File: src/rtl/comparator.sv
// comparator: registered magnitude/relation flags for two N-bit operands.
// Flag map of y: [0] eq, [1] ne, [2] gtu, [3] ltu, [4] geu, [5] leu,
// [6] gts (signed a > b), [7] lts (signed a < b).
// One cycle of latency; y holds its last value while in_valid is low.
module comparator #(
    parameter int N = 4
) (
    input  logic         clk,
    input  logic         rst_n,
    input  logic         in_valid,
    input  logic [N-1:0] a,
    input  logic [N-1:0] b,
    output logic [7:0]   y,
    output logic         out_valid
);

    logic [N:0]   diff;
    logic         eq, ltu, gtu;
    logic         sign_diff;
    logic         gts, lts;
    logic [7:0]   y_d, y_q;
    logic         out_valid_q;

    // Flag logic: full N+1-bit subtract so the borrow is correct even when
    // the operands are more than 2^(N-1) apart; signed compare only differs
    // from unsigned when the sign bits disagree.
    always_comb begin
        diff      = {1'b0, a} - {1'b0, b};
        eq        = (a == b);
        ltu       = diff[N];
        gtu       = ~ltu & ~eq;
        sign_diff = a[N-1] ^ b[N-1];
        gts       = sign_diff ? ~a[N-1] : gtu;
        lts       = sign_diff ?  a[N-1] : ltu;
        y_d       = {lts, gts, ltu | eq, gtu | eq, ltu, gtu, ~eq, eq};
    end

    // Result registers: capture on in_valid, otherwise hold y and drop out_valid.
    always_ff @(posedge clk or negedge rst_n) begin
        if (!rst_n) begin
            y_q         <= 8'h00;
            out_valid_q <= 1'b0;
        end else begin
            out_valid_q <= in_valid;
            if (in_valid) begin
                y_q <= y_d;
            end
        end
    end

    assign y         = y_q;
    assign out_valid = out_valid_q;

endmodule

File: config.mk
export PLATFORM = sky130hd
export DESIGN_NAME = comparator
export DESIGN_NICKNAME = d
export VERILOG_FILES = /design/src/rtl/comparator.sv
export SDC_FILE = /design/constraint.sdc
export NUM_CORES = 1
export LEC_CHECK = 0
export CORE_AREA = 3 3 40 42
export CTS_CLUSTER_DIAMETER = 100
export DETAILED_ROUTE_END_ITERATION = 10
export DIE_AREA = 0 0 43 45
export GPL_ROUTABILITY_DRIVEN = 1
export PLACE_DENSITY = 0.68
export SLEW_MARGIN = 20
export SYNTH_ARGS = -nofsm -noshare
export SYNTH_HDL_FRONTEND = slang
export SYNTH_SLANG_ARGS = --single-unit
File: constraint.sdc
create_clock -name clk -period 1.58 [get_ports clk]
set_clock_uncertainty 0.1 [all_clocks]
set_input_delay 0.474 -clock clk [delete_from_list [all_inputs] [get_ports clk]]
set_output_delay 0.474 -clock clk [all_outputs]
set_load 0.05 [all_outputs]
==> results of run 1 <==
==> cell families after synthesis <==
group / count (synthesis) / share of synthesized area
flip-flops: 9 / 0.459
adder cells (fa/ha/maj): 4 / 0.102
multiplexers: 2 / 0.0434
buffers and inverters: 7 / 0.0561
AO/OA/AOI/OAI: 12 / 0.156
AND/OR/NAND/NOR: 16 / 0.184
==> repair_timing <==
action | CTS | global route
endpoints found under the hold margin | 0 | 0
pin swaps | 5 | 5
buffers inserted | 2 | 0
setup endpoints to repair | 7 | 4
resized for setup | 13 | 6
gates cloned | 0 | 0
==> worst max-delay path, delay by kind of cell <==
| kind | cells | cell delay [ps] |
|---|---|---|
| AO/OA/AOI/OAI | 1 | 120 |
| buffers and inverters | 1 | 200 |
| adder cells (fa/ha/maj) | 1 | 250 |
| AND/OR/NAND/NOR | 2 | 570 |
==> per-stage QoR <==
stage               total power [mW]  setup TNS [ps]
floorplan                      0.460               0
global placement               0.647           -3110
detailed placement             0.651           -3350
CTS                            0.839               0
global route                   0.888               0
finish                         0.848               0
==> sequential cells by signal (all words and copies together), names as in the netlist <==
register,count
out_valid,1
y,8
==> cells in the final DEF (no fill, tap or decap), drive strengths merged, types with 2 or more instances in the layout <==
cell type	Yosys	layout
dlygate4sd2	0	4
inv	6	6
clkdlybuf4s50	0	2
nand2	2	2
a31oi	2	2
clkbuf	0	6
clkdlybuf4s15	0	2
dfrtp	9	9
o22ai	2	2
buf	1	15
nor2	4	4
a21oi	4	4
nor2b	2	2
ha	4	4
nand2b	3	3
==> worst paths after layout <==
path,startpoint,endpoint,depth (start not counted)
setup / recovery,a[2],y[7],5
hold / removal,rst_n,out_valid,1
setup reg to reg,y[2],y[2],3
hold reg to reg,y[0],y[0],2
max in group asynchronous,rst_n,y[7],1
min in group clk,y[0],y[0],2
==> layer usage <==
layer | global-route usage | routed length [um] | up-vias | share of wire
li1 | - | - | 232 | -
met1 | 0.170 | 493 | 219 | 0.39
met2 | 0.275 | 677 | 14 | 0.53
met3 | 0.0398 | 72 | 4 | 0.056
met4 | 0.0904 | 36 | 0 | 0.028
met5 | 0 | 0 | - | 0
==> layout make-up <==
cell class / count / area, um2 / area share
Tap cell: 15 / 18.8 / 0.0212
Multi-Input combinational cell: 34 / 284 / 0.320
Clock buffer: 4 / 26.3 / 0.0296
Sequential cell: 9 / 225 / 0.254
Timing Repair Buffer: 25 / 310 / 0.350
Inverter: 6 / 22.5 / 0.0254
==> Yosys cell counts (all sizes together) <==
| cell type | instances |
|---|---|
| o21ai | 1 |
| nand2b | 3 |
| buf | 1 |
| mux2i | 1 |
| ha | 4 |
| o22ai | 2 |
| or4b | 1 |
| inv | 6 |
| nand4 | 1 |
| dfrtp | 9 |
| a31oi | 2 |
| nor4b | 1 |
| and2 | 1 |
| o22a | 1 |
| nor2 | 4 |
| nand2 | 2 |
| mux2 | 1 |
| a2bb2oi | 1 |
| a21o | 1 |
| nand3 | 1 |
| a21oi | 4 |
| nor2b | 2 |
==> where the power goes <==
part | internal, mW | switching [mW]
logic | 0.183 | 0.180
registers | 0.258 | 0.0314
clock network | 0.0979 | 0.0980
total | 0.539 | 0.309
==> run_results.csv, run 1 <==
group,metric,value,unit
outcome,outcome,"completed",
worst_setup_path,critPathMaxFanout,3,
global_routing,grt_max_degree,15,
worst_setup_path,cp-start-kind,"primary input",
drt,first_iter_violations,6,
synthesis,post-synth-top-area-fraction,0.459,
worst_setup_path,cp_slowest_cell,"or4b_1",
placed_design,place_congestion,0.835,
cts,clk_pin_slew,70,ps
drt,drt-wirelength-per-cell,13.8,um
synthesis,synth_area_leader_cell,"dfrtp_1",
layout,diodes,0,
placed_design,port_buffers,19,
worst_setup_path,path_cells,"clkdlybuf4s15_1, ha_4, or4b_1, nand3_1, o22a_2",
cts,cts_buffers,3,
global_routing,grt.total_usage,0.156,
sta,slew_headroom,0.736,
cts,htree_levels,1,
global_routing,grt_pass1_wl,2.15,mm
layout,fin_nets,94,
sta,min_period,1500,ps
placed_design,hpwl,917,um
cts,clk_latency,270,ps
sta,timing.final.hold_violations,0,
synthesis,synth-seq-cells,9,
cts,root_buffer,"clkbuf_4",
drt,drc,0,
placed_design,place_ws,-507,ps
cts,cts_hold_buffers,0,
floorplan,io_pins,20,
sta,worst_slack,79.8,ps
layout,layout.cells.non_filler,93,
synthesis,yosysWarnings,0,
worst_setup_path,worst_ep_arrival_time,1620,ps
sta,holdWs,388,ps
drt,vias,469,
pwr,leakage,0.405,nW
pwr,power_density,956,nW/um2
drt,postRouteAntennaNets,0,
worst_setup_path,crit_type,"primary input to flip-flop",
worst_setup_path,ff2ff_setup_slack,510,ps
synthesis,synth.avg_cell_area,9.81,um2
synthesis,synthCells,50,
layout,fill_cells,99,
sta,setup_violations,0,
drt,routed_wirelength,1.28,mm
layout,fin_util,0.690,
synthesis,ys_types,22,
global_routing,grt_pass1_vias,493,
sta,grt_setup_unrepaired,"false",
floorplan,initial_core_util,0.382,
sta,finalCritPeriodShare,0.949,
floorplan,die-height,45,um
worst_setup_path,cp.required,1700,ps
floorplan,num_rows,13,
floorplan,coreArea,1280,um2
global_routing,overflow,0,
synthesis,ys_top_cells_by_area,"dfrtp_1 46%, ha_1 10%, inv_1 4.6%, a21oi_1 4.1%, nand2b_1 3.8%",
sta,worst_pin_slew,395,ps
global_routing,grt_antenna_before_repair,0,
layout,final_layout_size_suffix_gt1_frac,0.385,
sta,fmax,0.667,GHz
floorplan,die-area,1940,um2
sta,slew_viol_final,0,
drt,first_pass_iters,2,
worst_hold_path,min_path_type,"primary input to asynchronous set/reset pin",
layout,area_growth,80.9,%
cts,cts_buffer_depth,2,
worst_setup_path,end_kind,"flip-flop",
synthesis,ys_seq_area_frac,0.459,
synthesis,synth_nets,65,
placed_design,dp_cells,87,
cts,cts.sinks,9,
worst_setup_path,crit_path_max_incr_delay,470,ps
flow_run,cap_violations,0,
pwr,irDropWorstVdd,474,uV
placed_design,placed_area,840,um2
layout,stdcell_area,887,um2
floorplan,die_w,43,um
cts,tritoncts,"built",
synthesis,synth_area,490,um2
drt,routed_via_density,5.04,
Power figures use the tool's default switching activity.
==> run 2: changes to the inputs <==
Settings changed: DONT_BUFFER_PORTS set to 1, PLACE_DENSITY 0.68 to 0.49.
==> run_results.csv, run 2 (synthesized netlist as in run 1, its figures left out) <==
group,metric,value,unit
pwr,irDropWorstVdd,648,uV
drt,routed_via_density,5.40,
drt,drt-wirelength-per-cell,14.7,um
worst_setup_path,worst_ep_arrival_time,900,ps
placed_design,place_ws,-35.7,ps
floorplan,die-height,45,um
global_routing,grt_pass1_vias,373,
global_routing,grt_antenna_before_repair,0,
worst_setup_path,critPathMaxFanout,3,
placed_design,port_buffers,0,
drt,first_pass_iters,4,
pwr,power_density,1140,nW/um2
cts,clk_pin_slew,60,ps
sta,tns,0,ps
sta,finalCritPeriodShare,0.934,
sta,worst_pin_slew,495,ps
worst_setup_path,endpoint,"y[5]",
worst_setup_path,crit_type,"flip-flop to output port",
pwr,totalPowerFinal,0.654,mW
worst_setup_path,worstRegToRegCells,3,
drt,vias,378,
cts,tritoncts,"built",
worst_setup_path,end_kind,"output port",
sta,fmax,0.678,GHz
layout,largest_register_ffs,8,
cts,root_buffer,"clkbuf_4",
drt,postRouteAntennaNets,0,
floorplan,num_rows,13,
worst_setup_path,timing.rr.end,"y[6]",
worst_hold_path,min_path_type,"primary input to flip-flop",
placed_design,place_congestion,0.847,
sta,min_period,1480,ps
layout,diodes,0,
cts,cts_buffer_depth,2,
cts,cts_buffers,3,
drt,routed_wirelength,1.03,mm
sta,setup_violations,0,
floorplan,coreArea,1280,um2
sta,slew_viol_final,0,
worst_setup_path,cp.depth,0,
worst_setup_path,reg2reg_from,"y[6]",
floorplan,die-area,1940,um2
global_routing,grt.total_usage,0.127,
layout,final_layout_size_suffix_gt1_frac,0.164,
floorplan,initial_core_util,0.382,
worst_setup_path,ff2ff_setup_slack,330,ps
sta,timing.final.hold_violations,0,
drt,drc,0,
cts,htree_levels,1,
layout,layout.cells.non_filler,70,
placed_design,dp_cells,65,
layout,final_common_cell,"dfrtp_1",
worst_setup_path,startpoint,"y[5]",
placed_design,hpwl,836,um
global_routing,grt_pass1_wl,1.78,mm
worst_setup_path,cp.required,1010,ps
layout,fin_nets,71,
layout,area_growth,16.8,%
flow_run,cap_violations,0,
global_routing,grt_max_degree,15,
cts,clk_latency,250,ps
sta,slew_headroom,0.670,
cts,cts.sinks,9,
floorplan,io_pins,20,
global_routing,overflow,0,
worst_setup_path,cp-start-kind,"flip-flop",
sta,worst_slack,105,ps
worst_hold_path,hold_path_depth,0,
floorplan,die_w,43,um
drt,first_iter_violations,4,
pwr,leakage,0.252,nW
outcome,outcome,"completed",
cts,cts_setup_buffers,0,
sta,grt_setup_unrepaired,"false",
sta,holdWs,148,ps
cts,cts_resized,0,
layout,most-common-layout-cells,"9 x dfrtp_1, 5 x inv_1, 4 x nor2_1, 4 x a21oi_1",
-- run 2: cell types whose count changed in the layout (fill, tap and decap cells not counted), sizes merged --
cell / change
dlygate4sd2: -4
dlygate4sd3: +1
clkbuf: -2
buf: -14
clkdlybuf4s50: -2
clkdlybuf4s15: -2
-- run 2: timing repair --
action / 4_1_cts / 5_1_grt
endpoints found under the hold margin: 9 / 0
setup endpoints to repair: 0 / 0
hold buffers: 1 / 0
-- run 2: stage by stage --
| step | cell area [um2] | utilization |
|---|---|---|
| global route | 573 | 0.446 |
| floorplan | 515 | - |
| CTS | 573 | 0.446 |
| detailed placement | 537 | 0.418 |
| finish | 573 | 0.446 |
| global placement | 537 | 0.418 |
-- run 2: metal layers --
metal  routed length [um]  vias up  part of all wire  GRT usage
met2                  499       15              0.48      0.201
met1                  435      174              0.42      0.146
met3                   97        0             0.094     0.0876
met4                    0        0                 0     0.0181
li1                     -      189                 -          -
met5                    0        -                 0          0
-- run 2: where the power goes --
part	internal, mW	total (mW)	switching, mW	leakage [nW]
logic	0.0558	0.108	0.0525	0.133
registers	0.257	0.375	0.119	0.105
clock network	0.0969	0.171	0.0738	0.0150
total	0.409	0.654	0.245	0.252
-- run 2: worst min path at each step --
stage	from	endpoint	slack, ps
after global placement	rst_n	y[2]	80
after CTS	in_valid	out_valid	140
after floorplan	rst_n	out_valid	80
after global routing	in_valid	out_valid	110
final	in_valid	out_valid	150
after detailed placement	rst_n	y[2]	80
-- run 2: final cells by class --
class	count	area, um2
fill	136	712
multi-input combinational	34	263
sequential	9	225
clock buffer	4	26.3
inverter	6	22.5
tap	15	18.8
timing repair buffer	2	17.5
